<file path="src/rtl/leaf_out_packetizer.sv">
// Packs user words into BFT packets {valid, leaf, port, addr, payload} behind a skid FIFO,
// gated by receiver credits. Define LEAF_OUT_PACKETIZER_STATS_EN to add grant/stall counters.
module leaf_out_packetizer #(
    parameter int PACKET_BITS           = 49,
    parameter int PAYLOAD_BITS          = 32,
    parameter int NUM_LEAF_BITS         = 5,
    parameter int NUM_PORT_BITS         = 4,
    parameter int NUM_ADDR_BITS         = 7,
    parameter int FREESPACE_UPDATE_SIZE = 64,
    parameter int FIFO_DEPTH            = 4
) (
    input  logic                     clk,
    input  logic                     reset_n,
    input  logic [PAYLOAD_BITS-1:0]  din_leaf_user2interface,
    input  logic                     vld_user2interface,
    output logic                     ack_interface2user,
    input  logic [NUM_LEAF_BITS-1:0] dest_leaf,
    input  logic [NUM_PORT_BITS-1:0] dest_port,
    input  logic                     credit_upd,
    input  logic                     resend,
    output logic [PACKET_BITS-1:0]   dout_pkt,
    input  logic                     pkt_grant,
`ifdef LEAF_OUT_PACKETIZER_STATS_EN
    output logic [31:0]              stat_pkts_sent,
    output logic [31:0]              stat_stall_cycles,
`endif
    output logic [1:0]               o_dbg_state,
    output logic [NUM_ADDR_BITS:0]   o_dbg_credit,
    output logic [NUM_ADDR_BITS-1:0] o_dbg_addr
);

    localparam int PTR_BITS   = (FIFO_DEPTH > 1) ? $clog2(FIFO_DEPTH) : 1;
    localparam int CNT_BITS   = PTR_BITS + 1;
    localparam int CRED_BITS  = NUM_ADDR_BITS + 1;
    localparam int CREDIT_MAX = 2 ** NUM_ADDR_BITS;

    // Debug state encoding: IDLE=0, HOLD=1, NOCRED=2.
    typedef enum logic [1:0] {
        ST_IDLE   = 2'd0,
        ST_HOLD   = 2'd1,
        ST_NOCRED = 2'd2
    } state_t;

    state_t                    r_state;
    logic [PACKET_BITS-1:0]    r_pkt;
    logic [NUM_ADDR_BITS-1:0]  r_addr;
    logic [CRED_BITS-1:0]      r_credit;
    logic [PAYLOAD_BITS-1:0]   r_mem [FIFO_DEPTH];
    logic [PTR_BITS-1:0]       r_wr_ptr;
    logic [PTR_BITS-1:0]       r_rd_ptr;
    logic [CNT_BITS-1:0]       r_count;
    logic                      r_ack;

    logic                      w_push;
    logic                      w_grant;
    logic                      w_upd;
    logic [PTR_BITS-1:0]       w_rd_ptr_inc;
    logic [PAYLOAD_BITS-1:0]   w_head;
    logic [PAYLOAD_BITS-1:0]   w_next_word;
    logic [CNT_BITS-1:0]       w_count_nxt;
    logic [31:0]               w_cred_sum;
    logic [CRED_BITS-1:0]      w_credit_nxt;

    // Handshakes: a user word transfers on a rising edge where vld_user2interface and
    // ack_interface2user are both high; a packet transfers where dout_pkt[MSB] and pkt_grant are both high.
    assign w_push       = vld_user2interface && r_ack;
    assign w_grant      = (r_state == ST_HOLD) && pkt_grant && !resend;
    assign w_upd        = credit_upd && !resend;
    assign w_rd_ptr_inc = r_rd_ptr + PTR_BITS'(1);
    assign w_head       = r_mem[r_rd_ptr];
    assign w_next_word  = r_mem[w_rd_ptr_inc];
    assign w_count_nxt  = r_count + CNT_BITS'(w_push) - CNT_BITS'(w_grant);

    // Grant and credit return in the same cycle both apply, then saturate.
    always_comb begin
        w_cred_sum   = 32'(r_credit);
        w_credit_nxt = r_credit;
        if (w_grant) w_cred_sum = w_cred_sum - 32'd1;
        if (w_upd) w_cred_sum = w_cred_sum + 32'(FREESPACE_UPDATE_SIZE);
        if (w_cred_sum > 32'(CREDIT_MAX)) w_credit_nxt = CRED_BITS'(CREDIT_MAX);
        else w_credit_nxt = w_cred_sum[CRED_BITS-1:0];
    end

    function automatic logic [PACKET_BITS-1:0] build_pkt(
        input logic [NUM_LEAF_BITS-1:0] leaf,
        input logic [NUM_PORT_BITS-1:0] port,
        input logic [NUM_ADDR_BITS-1:0] addr,
        input logic [PAYLOAD_BITS-1:0]  data
    );
        return PACKET_BITS'({1'b1, leaf, port, addr, data});
    endfunction

    always_ff @(posedge clk) begin
        if (w_push) r_mem[r_wr_ptr] <= din_leaf_user2interface;
    end

    // The head entry stays in the FIFO while its packet is held, so it counts toward occupancy.
    always_ff @(posedge clk or negedge reset_n) begin
        if (!reset_n) begin
            r_wr_ptr <= '0;
            r_rd_ptr <= '0;
            r_count  <= '0;
            r_ack    <= 1'b0;
        end else begin
            if (w_push) r_wr_ptr <= r_wr_ptr + PTR_BITS'(1);
            if (w_grant) r_rd_ptr <= w_rd_ptr_inc;
            r_count <= w_count_nxt;
            r_ack   <= (w_count_nxt < CNT_BITS'(FIFO_DEPTH));
        end
    end

    always_ff @(posedge clk or negedge reset_n) begin
        if (!reset_n) begin
            r_state  <= ST_IDLE;
            r_pkt    <= '0;
            r_addr   <= '0;
            r_credit <= CRED_BITS'(CREDIT_MAX);
        end else if (!resend) begin
            r_credit <= w_credit_nxt;
            case (r_state)
                ST_IDLE: begin
                    if (r_count != '0) begin
                        if (r_credit != '0) begin
                            r_state <= ST_HOLD;
                            r_pkt   <= build_pkt(dest_leaf, dest_port, r_addr, w_head);
                        end else begin
                            r_state <= ST_NOCRED;
                        end
                    end
                end
                ST_NOCRED: begin
                    if (r_credit != '0) begin
                        r_state <= ST_HOLD;
                        r_pkt   <= build_pkt(dest_leaf, dest_port, r_addr, w_head);
                    end
                end
                ST_HOLD: begin
                    if (pkt_grant) begin
                        r_addr <= r_addr + NUM_ADDR_BITS'(1);
                        // Chain straight into the next word when one is queued behind the head.
                        if ((r_count > CNT_BITS'(1)) && (w_credit_nxt != '0)) begin
                            r_pkt <= build_pkt(dest_leaf, dest_port,
                                               r_addr + NUM_ADDR_BITS'(1), w_next_word);
                        end else begin
                            r_pkt   <= '0;
                            r_state <= (r_count > CNT_BITS'(1)) ? ST_NOCRED : ST_IDLE;
                        end
                    end
                end
                default: begin
                    r_state <= ST_IDLE;
                    r_pkt   <= '0;
                end
            endcase
        end
    end

`ifdef LEAF_OUT_PACKETIZER_STATS_EN
    logic [31:0] r_pkts_sent;
    logic [31:0] r_stall_cycles;

    always_ff @(posedge clk or negedge reset_n) begin
        if (!reset_n) begin
            r_pkts_sent    <= '0;
            r_stall_cycles <= '0;
        end else begin
            if (w_grant) r_pkts_sent <= r_pkts_sent + 32'd1;
            if (r_state == ST_NOCRED) r_stall_cycles <= r_stall_cycles + 32'd1;
        end
    end

    assign stat_pkts_sent    = r_pkts_sent;
    assign stat_stall_cycles = r_stall_cycles;
`endif

    assign ack_interface2user = r_ack;
    assign dout_pkt           = resend ? '0 : r_pkt;
    assign o_dbg_state        = r_state;
    assign o_dbg_credit       = r_credit;
    assign o_dbg_addr         = r_addr;

endmodule

</file>
<file path="config.mk">
export PLATFORM = sky130hd
export DESIGN_NAME = leaf_out_packetizer
export DESIGN_NICKNAME = d
export VERILOG_FILES = /design/src/rtl/leaf_out_packetizer.sv
export SDC_FILE = /design/constraint.sdc
export NUM_CORES = 1
export LEC_CHECK = 0
export BUFFER_PORTS_ARGS = -buffer_cell sky130_fd_sc_hd__buf_2
export CORE_ASPECT_RATIO = 1.5
export CORE_MARGIN = 2
export CORE_UTILIZATION = 25
export DETAILED_ROUTE_END_ITERATION = 10
export PLACE_DENSITY = 0.44
export SLEW_MARGIN = 25
export SYNTH_ARGS = -nofsm -noshare
export SYNTH_HDL_FRONTEND = slang
export SYNTH_SLANG_ARGS = --single-unit
</file>
<file path="constraint.sdc">
create_clock -name clk -period 4.94 [get_ports clk]
set_clock_uncertainty 0.05 [all_clocks]
set_input_delay 0.247 -clock clk [delete_from_list [all_inputs] [get_ports clk]]
set_output_delay 0.247 -clock clk [all_outputs]
set_load 0.1 [all_outputs]
</file>
==> metrics.md, run 1 <==
| Metric | Value |
|---|---|
| Seq/Total Area, Yosys | `58.9%` |
| GR Overflow Total | `0` |
| Num rows | `88` |
| Most frequent cells in the layout | `edfxtp_1 (128), buf_2 (112), nor2b_1 (84)` |
| Gp weighted congestion | `0.725` |
| Largest family of logic cells by synthesized area | `multiplexers` |
| Busiest layer in global routing | `met2` |
| First-pass GRT wire length | `37.1 mm` |
| Largest net degree at the start of global routing | `78` |
| CP Launch Type | `register` |
| Synth cell types | `56` |
| Vias | `6098` |
| Synth area leaders | `edfxtp_1 (40%), dfrtp_1 (19%), mux4_2 (15%)` |
| GR Layer Usage met3 | `1.67%` |
| Htree depth | `1` |
| Crit path max fanout | `47` |
| Seq pwr share | `32.9%` |
| P_sw | `3510 µW` |
| Compound-Gate Fraction of Synth Area | `9.03%` |
| Vias in the first global route | `6354` |
| Slowest stage delay, CP | `630 ps` |
| Combinational fraction of design power | `45.9%` |
| CP Class | `reg2reg` |
| Post-DP HPWL | `14.4 mm` |
| Leakage | `0.00466 µW` |
| WL per Instance | `18.1 µm` |
| Worst slew pin tran | `952 ps` |
| Fmax | `251 MHz` |
| Total CTS buffers | `23` |
| IO Pins | `114` |
| Synthesized cell area | `9670 µm²` |
| Root buf cell | `clkbuf_16` |
| DR iter-0 viols | `252` |
| Final Hold Violating Endpoints | `0` |
| Share of layout cells above drive strength 1 | `29.3%` |
| Tmin final | `3990 ps` |
| Post-synthesis adder-cell area fraction | `2.15%` |
| CP max-delay cell | `or4_4` |
| Die Y | `245 µm` |
| Maxcap violations | `0` |
| Slew HR | `36.5%` |
| Avg Cell Area, Syn | `14.5 µm²` |
| EDFF count, synth | `128` |
| Final setup fails | `0` |
| Outcome | `complete, no violations` |
| DRT antenna net count | `0` |
| Cell Int Power | `4680 µW` |
| Setup crit end kind | `register` |
| DRC Markers | `0` |
| Number of I/O port buffers | `113` |
| M1 GR Usage | `14.1%` |
| Routed WL | `24.1 mm` |
| CP Cell Sequence | `nand4bb_1 > or4_4 > nand2_1 > ha_1 > inv_1 > ha_1 > nor4b_1 > nand3b_1 > a22o_1 > or2_2 > o21ai_4 > buf_12 > a21oi_4 > a22o_1` |
| Top cell type's share of synthesized area | `39.8%` |
| Commonest non-fill, non-tap cell in the layout | `edfxtp_1` |
| Core Util, Final | `31.4%` |
| Worst vdd ir | `530 µV` |
| Total Power | `8190 µW` |
| Ys flop type | `edfxtp_1` |
| Ant. Diodes | `0` |
| Worst-path clk slew | `60 ps` |
| Clock Sinks | `202` |
| Clk buf depth | `3` |
| Setup TNS Final | `0 ps` |
| Crit path arrival time | `4340 ps` |
| Drt first pass iters | `4` |
| Post-synthesis simple-gate area fraction | `9.59%` |
| Post-Synth XOR/XNOR Area | `1.50%` |
| Global Route Usage Sum | `12.0%` |
| Multiplexer area fraction after synthesis | `15.0%` |
| RSZ-0062 raised after global routing | `no` |
| Clk pwr share | `21.2%` |
| Tcrit/Tclk final | `80.8%` |
| DIE AREA | `40300 µm²` |
| HP Class | `in2reg` |
| Area grow syn2layout | `24.3%` |
| Crit path required time | `5290 ps` |
| Initial cell density of the core | `25.2%` |
| # nets final | `879` |
| Worst hold slack | `71.4 ps` |
| Synth area leader | `edfxtp_1` |
| Clock Latency Late Sink | `530 ps` |
| Final Slew Violations | `0` |
| Die Width | `165 µm` |
| Initial antenna violation count | `0` |
| P per Cell Area | `682 nW/µm²` |
| Synth warnings | `0` |
| Syn nets | `730` |
| Ys async rst share | `36.6%` |
| Total core area | `38300 µm²` |
| Cells after Synth | `667` |
| Vias/cell | `4.59` |
| TritonCTS clock tree | `done` |
| Met2 Track Usage GR | `22.0%` |
| Synth Register Bits | `202` |
| Switch share | `42.9%` |
[power groups by stage]
stage          logic (µW)  clock network [µW]  registers, µW
2_1_floorplan        2810                   0           2890
3_3_place_gp         3680                   0           2800
3_5_place_dp         3710                   0           2820
4_1_cts              3740                1800           2780
5_1_grt              4070                1860           2770
6_report             3760                1740           2690
[worst max-delay path: cells and delay by family (launching register included)]
family | cells | cell delay (ps)
AO/OA/AOI/OAI | 4 | 740
adder cells (fa/ha/maj) | 2 | 400
flip-flops | 1 | 450
AND/OR/NAND/NOR | 6 | 1850
buffers and inverters | 2 | 330
[repair_timing]
action	4_1_cts	5_1_grt
gates resized for setup	0	0
buffers inserted	0	0
hold endpoints to repair	168	0
hold buffers	42	0
[layer usage]
metal | wire length, µm | vias up | share of wire [%]
met2 | 12600 | 116 | 52
li1 | - | 2807 | -
met4 | 666 | 0 | 2.8
met5 | 0 | - | 0
met3 | 953 | 38 | 4.0
met1 | 9840 | 3137 | 41
[state kept, by name, indices dropped and copies added, names as in the netlist]
| signal | flops |
|---|---|
| o_dbg_addr | 7 |
| r_mem | 128 |
| o_dbg_state | 2 |
| r_pkt | 49 |
| r_count | 3 |
| r_rd_ptr | 2 |
| ack_interface2user | 1 |
| r_wr_ptr | 2 |
| o_dbg_credit | 8 |
[final timing paths]
path                                             from                          end  slack, ps  cells past startpoint
min                                vld_user2interface      r_wr_ptr[0]$_DFFE_PN0P_         70                      3
max                        o_dbg_state[1]$_DFFE_PN0P_        r_pkt[46]$_DFFE_PN0P_        950                     14
min reg2reg                     r_pkt[32]$_DFFE_PN0P_        r_pkt[32]$_DFFE_PN0P_        420                      2
min in group asynchronous                     reset_n  o_dbg_credit[4]$_DFFE_PN0N_        180                      2
max reg2reg                o_dbg_state[1]$_DFFE_PN0P_        r_pkt[46]$_DFFE_PN0P_        950                     14
max in group asynchronous                     reset_n      r_rd_ptr[0]$_DFFE_PN0N_       3580                      3
[cell usage after synthesis, types with 2 or more instances]
cell,instances
clkbuf_1,31
buf_6,2
or3_1,3
and3_1,6
o41ai_2,2
buf_1,4
nor4_1,3
nor2_1,13
nor2b_1,84
or4_4,3
nand3_1,4
o21a_1,4
dfrtp_1,73
edfxtp_1,128
xor2_1,4
xnor2_1,10
a22o_1,10
a31o_1,4
ha_1,15
inv_1,49
nand2_1,26
nand3b_1,4
buf_2,3
a21oi_1,6
o21ai_1,3
mux4_2,64
nand2b_1,3
o22a_1,32
o21ai_0,42
a21o_1,6
[logic make-up (layout without fill, tap and decap cells)]
| logic type | after synthesis | in the layout |
|---|---|---|
| AOI/OAI and AO/OA | 121 | 121 |
| xor gates and xnor gates | 15 | 15 |
| adders and majority gates | 16 | 16 |
| buffers and inverters | 91 | 257 |
| DFF | 202 | 202 |
| muxes | 65 | 65 |
| and+or+nand+nor | 157 | 157 |
[metrics by stage]
stage	setup slack [ps]	instance area (µm²)	cells
2_1_floorplan	788	9670	667
3_3_place_gp	1030	10800	1243
3_5_place_dp	926	10800	1243
4_1_cts	899	12000	1327
5_1_grt	648	12000	1328
6_report	949	12000	1328
[layout make-up]
class                           instances  area, µm²
Inverter                               50        190
Clock buffer                           29        618
Fill cell                            3900      26300
Tap cell                              495        619
Multi-Input combinational cell        374       3640
Sequential cell                       202       5710
Timing Repair Buffer                  165       1100
Clock inverter                         13        146
Power figures use the tool's default switching activity.
==> inputs of run 2 (changes only) <==
Clock period 4.94 ns to 4.2 ns, I/O delays scaled along.
==> metrics.md, run 2 (same netlist as run 1, synthesis figures left out) <==
| Metric | Value |
|---|---|
| CP Launch Type | `register` |
| Die Y | `245 µm (unchanged)` |
| Worst-path clk slew | `60 ps (about the same)` |
| Post_cts resized | `0 (unchanged)` |
| Final Hold Violating Endpoints | `0 (unchanged)` |
| Largest register FFs | `128 (unchanged)` |
| Clock Latency Late Sink | `520 ps (about the same)` |
| CP Cell Sequence | `or4_4 > or4_4 > nand2_1 > ha_1 > inv_1 > ha_1 > nor4b_1 > nand3b_1 > a22o_1 > or2_2 > o21ai_4 > buf_12 > o21ai_0 > a31o_2` |
| Crit path arrival time | `4190 ps (-150 ps)` |
| Vias/cell | `4.55 (-0.87%)` |
| IO Pins | `114 (unchanged)` |
| Fill cells | `3836 (-1.6%)` |
| Total CTS buffers | `22 (-4.3%)` |
| R2R Path End | `r_pkt[34]$_DFFE_PN0P_` |
| Gp weighted congestion | `0.722 (-0.35%)` |
| Initial antenna violation count | `1 (+1)` |
| Outcome | `complete, no violations` |
| Worst slew pin tran | `987 ps (+35.6 ps)` |
| Routed WL | `24.0 mm (-0.52%)` |
| Leakage | `0.00465 µW (-0.15%)` |
| Worst hold start | `vld_user2interface` |
| Biggest register | `r_mem` |
| Share of layout cells above drive strength 1 | `29.2% (-0.14 points)` |
| Setup crit end kind | `register` |
| Slew HR | `34.2% (-2.4 points)` |
| Num rows | `88 (unchanged)` |
| Post-CTS Setup Inserts | `0 (unchanged)` |
| Slowest stage delay, CP | `590 ps (-40 ps)` |
| CP Class | `reg2reg` |
| Vias | `6068 (-0.49%)` |
| Setup TNS Final | `0 ps (unchanged)` |
| TritonCTS clock tree | `done` |
| Buffers and inverters on the worst path | `2 (unchanged)` |
| WL per Instance | `18.0 µm (-0.90%)` |
| Initial cell density of the core | `25.2% (unchanged)` |
| RSZ-0062 raised after global routing | `no` |
| DR iter-0 viols | `350 (+39%)` |
| Final Slew Violations | `0 (unchanged)` |
| Tmin final | `3830 ps (-157 ps)` |
| Worst hold stages | `3 (unchanged)` |
| R2R depth | `14 (unchanged)` |
| Kind of cell adding the most delay to the critical path | `simple AND/OR/NAND/NOR gates` |
| CP max-delay cell | `or4_4` |
| Most frequent cells in the layout | `edfxtp_1 (128), buf_2 (112), nor2b_1 (84)` |
| Tcrit/Tclk final | `91.3% (+10 points)` |
| Crit path max fanout | `30 (-36%)` |
| Fmax | `261 MHz (+4.1%)` |
| # nets final | `884 (+0.57%)` |
| Die Width | `165 µm (unchanged)` |
| Layout Cells excl Fill | `1333 (+0.38%)` |
| Placed insts | `1250 (+0.56%)` |
| Hold path endpoint | `r_wr_ptr[0]$_DFFE_PN0P_` |
| Post-DP HPWL | `14.5 mm (+0.40%)` |
| GR Overflow Total | `0 (unchanged)` |
| Vias in the first global route | `6484 (+2.0%)` |
| Worst vdd ir | `636 µV (+20%)` |
| CTS Hold Bufs | `42 (unchanged)` |
| DIE AREA | `40300 µm² (unchanged)` |
| First-pass GRT wire length | `37.6 mm (+1.3%)` |
| Area grow syn2layout | `24.0%` |
| Htree depth | `1 (unchanged)` |
| P per Cell Area | `794 nW/µm² (+17%)` |
| Largest net degree at the start of global routing | `78 (unchanged)` |
| Total core area | `38300 µm² (unchanged)` |
| Crit path required time | `4560 ps (-730 ps)` |
| Drt first pass iters | `6 (+2)` |
| Clk buf depth | `3 (unchanged)` |
| DRT antenna net count | `0 (unchanged)` |
| Number of I/O port buffers | `113 (unchanged)` |
| Maxcap violations | `0 (unchanged)` |
| Clock Sinks | `202 (unchanged)` |
| DRC Markers | `0 (unchanged)` |
| Global Route Usage Sum | `12.1% (+0.058 points)` |
| Flop-to-flop setup slack | `370 ps (-580 ps)` |
| Worst reg2reg path startpoint | `o_dbg_credit[5]$_DFFE_PN0N_` |
| Root buf cell | `clkbuf_16` |
| Commonest non-fill, non-tap cell in the layout | `edfxtp_1` |
| Final setup fails | `0 (unchanged)` |
| HP Class | `in2reg` |
[run 2: cell types whose count changed in the layout (fill, tap and decap cells not counted), moves of 2 or more]
cell / before / now
buf_4: 9 / 15
bufinv_16: 3 / 1
clkbuf_1: 4 / 7
clkbuf_8: 2 / 0
[run 2: worst max-delay path by stage]
stage | from | slack [ps] | cells past startpoint | to
global route | o_dbg_credit[5]$_DFFE_PN0N_ | 120 | 14 | r_pkt[37]$_DFFE_PN0P_
global placement | o_dbg_credit[5]$_DFFE_PN0N_ | 390 | 14 | r_pkt[34]$_DFFE_PN0P_
detailed placement | o_dbg_credit[5]$_DFFE_PN0N_ | 370 | 14 | r_pkt[34]$_DFFE_PN0P_
CTS | o_dbg_credit[5]$_DFFE_PN0N_ | 340 | 14 | r_pkt[38]$_DFFE_PN0P_
finish | o_dbg_credit[5]$_DFFE_PN0N_ | 370 | 14 | r_pkt[34]$_DFFE_PN0P_
floorplan | o_dbg_credit[5]$_DFFE_PN0N_ | 50 | 13 | r_pkt[39]$_DFFE_PN0P_
[run 2: worst reg2reg max path: stages (launching register included)]
cell      delay [ps]
dfrtp_1          460
or4_4            590
or4_4            440
nand2_1           90
ha_1             140
inv_1             50
ha_1             260
nor4b_1          210
nand3b_1         100
a22o_1           190
or2_2            340
o21ai_4          170
buf_12           230
o21ai_0          110
a31o_2           280
[run 2: through the flow]
stage               worst slack [ps]  utilization (%)  cell area [µm²]  hold slack, ps  total power [µW]
floorplan                       47.7                -             9670            -136              6700
global placement                 392             28.3            10900             271              7690
detailed placement               368             28.4            10900             271              7740
CTS                              341             31.3            12000            7.91              9690
global route                     117             31.3            12000            39.4             10100
finish                           367             31.3            12000            25.6              9520
[run 2: layout make-up]
type,instances,area (µm²),share of cell area [%]
timing repair buffer,171,1130,9.46
tap,495,619,5.17
sequential,202,5710,47.6
antenna,1,2.50,0.0209
clock inverter,9,68.8,0.574
multi-input combinational,374,3640,30.4
clock buffer,31,627,5.23
inverter,50,190,1.59
[run 2: power breakdown]
group          switching [µW]  leakage (µW)  total, µW  internal (µW)
registers                 441       0.00206       3110           2670
logic                    2900       0.00225       4540           1630
clock network             775      0.000340       1880           1100
total                    4120       0.00465       9520           5400
[run 2: per-layer routing]
layer | GRT usage, % | wire (µm) | part of all wire [%]
met3 | 1.67 | 886 | 3.7
met1 | 14.8 | 10300 | 43
met5 | 0 | 0 | 0
met2 | 21.6 | 12100 | 51
met4 | 4.17 | 620 | 2.6
==> inputs of run 3 (changes only) <==
Settings changed: PLACE_DENSITY 0.44 to default.
==> metrics.md, run 3 (same netlist as run 1, synthesis figures left out) <==
| Metric | Value |
|---|---|
| Vias/cell | `4.54 (-0.23%)` |
| Clock Sinks | `202 (unchanged)` |
| Multi-input gate area | `3630 µm² (-0.31%)` |
| Clk buf depth | `3 (unchanged)` |
| Setup crit end kind | `register` |
| Share of layout cells above drive strength 1 | `29.4% (+0.25 points)` |
| Final worst slack | `282 ps (-84.6 ps)` |
| Area grow syn2layout | `23.6%` |
| DR iter-0 viols | `318 (-9.1%)` |
| Worst slew pin tran | `974 ps (-13.1 ps)` |
| CP Class | `reg2reg` |
| Vias | `6027 (-0.68%)` |
| Post_cts resized | `0 (unchanged)` |
| Final Slew Violations | `0 (unchanged)` |
| First-pass GRT wire length | `35.2 mm (-6.4%)` |
| Final Hold Violating Endpoints | `0 (unchanged)` |
| Biggest register | `r_mem` |
| Max layer used | `met4` |
| HP Class | `in2reg` |
| Slew HR | `35.1% (+0.88 points)` |
| Post-CTS Setup Inserts | `0 (unchanged)` |
| Total CTS buffers | `20 (-9.1%)` |
| CTS Hold Bufs | `42 (unchanged)` |
| Layout Cells excl Fill | `1327 (-0.45%)` |
| Slowest stage delay, CP | `580 ps (about the same)` |
| CP Cell Sequence | `or4_4 > or4_4 > nand2_1 > ha_1 > inv_1 > ha_1 > nor4b_1 > nand3b_1 > a22o_1 > or2_2 > o21ai_4 > buf_12 > o21ai_0 > a31o_1` |
| WL met1 | `9.10 mm (-12%)` |
| Tmin final | `3920 ps (+84.6 ps)` |
| Crit path max fanout | `47 (+57%)` |
| Initial antenna violation count | `2 (+1)` |
| Htree depth | `1 (unchanged)` |
| Fmax | `255 MHz (-2.2%)` |
| IO Pins | `114 (unchanged)` |
| Gp weighted congestion | `0.801 (+11%)` |
| P per Cell Area | `792 nW/µm² (-0.22%)` |
| Crit path arrival time | `4260 ps (+70 ps)` |
| Placed insts | `1247 (-0.24%)` |
| Kind of cell adding the most delay to the critical path | `simple AND/OR/NAND/NOR gates` |
| DR WL met3 | `861 µm (-2.8%)` |
| Levels on crit path | `14 (unchanged)` |
| Root buf cell | `clkbuf_16` |
| Worst vdd ir | `577 µV (-9.2%)` |
| DRT antenna net count | `0 (unchanged)` |
| Routed WL | `22.7 mm (-5.5%)` |
| Buffers and inverters on the worst path | `2 (unchanged)` |
| Fill cells | `3824 (-0.31%)` |
| Crit path required time | `4540 ps (-20 ps)` |
| Largest register FFs | `128 (unchanged)` |
| Worst-path clk slew | `70 ps (about the same)` |
| Worst hold stages | `3 (unchanged)` |
| Commonest non-fill, non-tap cell in the layout | `edfxtp_1` |
| TritonCTS clock tree | `done` |
| Outcome | `complete, no violations` |
| GR Overflow Total | `0 (unchanged)` |
| DRC Markers | `0 (unchanged)` |
| Clock Latency Late Sink | `510 ps (about the same)` |
| Dpl ws | `278 ps (-90.3 ps)` |
| Number of I/O port buffers | `113 (unchanged)` |
| Vias in the first global route | `6306 (-2.7%)` |
| Leakage | `0.00463 µW (-0.36%)` |
| CP max-delay cell | `or4_4` |
| Largest net degree at the start of global routing | `67 (-14%)` |
| Final setup fails | `0 (unchanged)` |
| # nets final | `879 (-0.57%)` |
| Num rows | `88 (unchanged)` |
| Setup TNS Final | `0 ps (unchanged)` |
| CP Launch Type | `register` |
| Tcrit/Tclk final | `93.3% (+2.0 points)` |
| Global Route Usage Sum | `11.2% (-0.86 points)` |
| Initial cell density of the core | `25.2% (unchanged)` |
| Met2 WL | `12.2 mm (+0.72%)` |
| Flip-flop and latch area | `5710 µm² (unchanged)` |
| Post-DP HPWL | `14.2 mm (-1.6%)` |
| Most frequent cells in the layout | `edfxtp_1 (128), buf_2 (112), nor2b_1 (84)` |
| Drt first pass iters | `4 (-2)` |
| Die Width | `165 µm (unchanged)` |
| Maxcap violations | `0 (unchanged)` |
| RSZ-0062 raised after global routing | `no` |
| R2R depth | `14 (unchanged)` |
| Total core area | `38300 µm² (unchanged)` |
| Die Y | `245 µm (unchanged)` |
| WL per Instance | `17.1 µm (-5.0%)` |
| DIE AREA | `40300 µm² (unchanged)` |
run 3: worst min-delay path: cells and delay by family:
kind,cells,cell delay [ps]
AND/OR/NAND/NOR,1,150
XOR/XNOR,1,80
buffers and inverters,1,120
run 3: cell type report:
cell class / instances / area share (%)
Sequential cell: 202 / 47.8
Clock inverter: 11 / 1.14
Tap cell: 495 / 5.18
Multi-Input combinational cell: 374 / 30.4
Clock buffer: 25 / 4.61
Inverter: 50 / 1.59
Timing Repair Buffer: 168 / 9.30
Antenna cell: 2 / 0.0419
run 3: path summary, 6_finish.rpt:
| kind | start | endpoint | slack [ps] |
|---|---|---|---|
| min in group asynchronous | reset_n | o_dbg_credit[5]$_DFFE_PN0N_ | 260 |
| hold / removal | vld_user2interface | r_wr_ptr[0]$_DFFE_PN0P_ | 40 |
| setup / recovery | o_dbg_credit[5]$_DFFE_PN0N_ | r_pkt[38]$_DFFE_PN0P_ | 280 |
| hold reg to reg | r_pkt[32]$_DFFE_PN0P_ | r_pkt[32]$_DFFE_PN0P_ | 430 |
| max in group asynchronous | reset_n | r_rd_ptr[0]$_DFFE_PN0N_ | 2930 |
| setup reg to reg | o_dbg_credit[5]$_DFFE_PN0N_ | r_pkt[38]$_DFFE_PN0P_ | 280 |
run 3: routing by layer:
| metal | vias to the layer above | global-route usage, % |
|---|---|---|
| met2 | 120 | 21.3 |
| met5 | - | 0 |
| met3 | 31 | 1.47 |
| li1 | 2809 | - |
| met1 | 3067 | 12.8 |
| met4 | 0 | 3.66 |
run 3: stage by stage:
step           hold WS [ps]  cell area [µm²]  util, %  power, µW
6_report               43.7            11900     31.2       9470
5_1_grt                69.3            11900     31.2      10000
4_1_cts                28.9            11900     31.2       9610
3_5_place_dp            284            10800     28.3       7660
3_3_place_gp            276            10800     28.3       7560
2_1_floorplan          -136             9670        -       6700
run 3: power by group:
group          switching [µW]  total [µW]  internal (µW)
combinational            2790        4400           1610
sequential                506        3170           2670
clock                     777        1900           1120
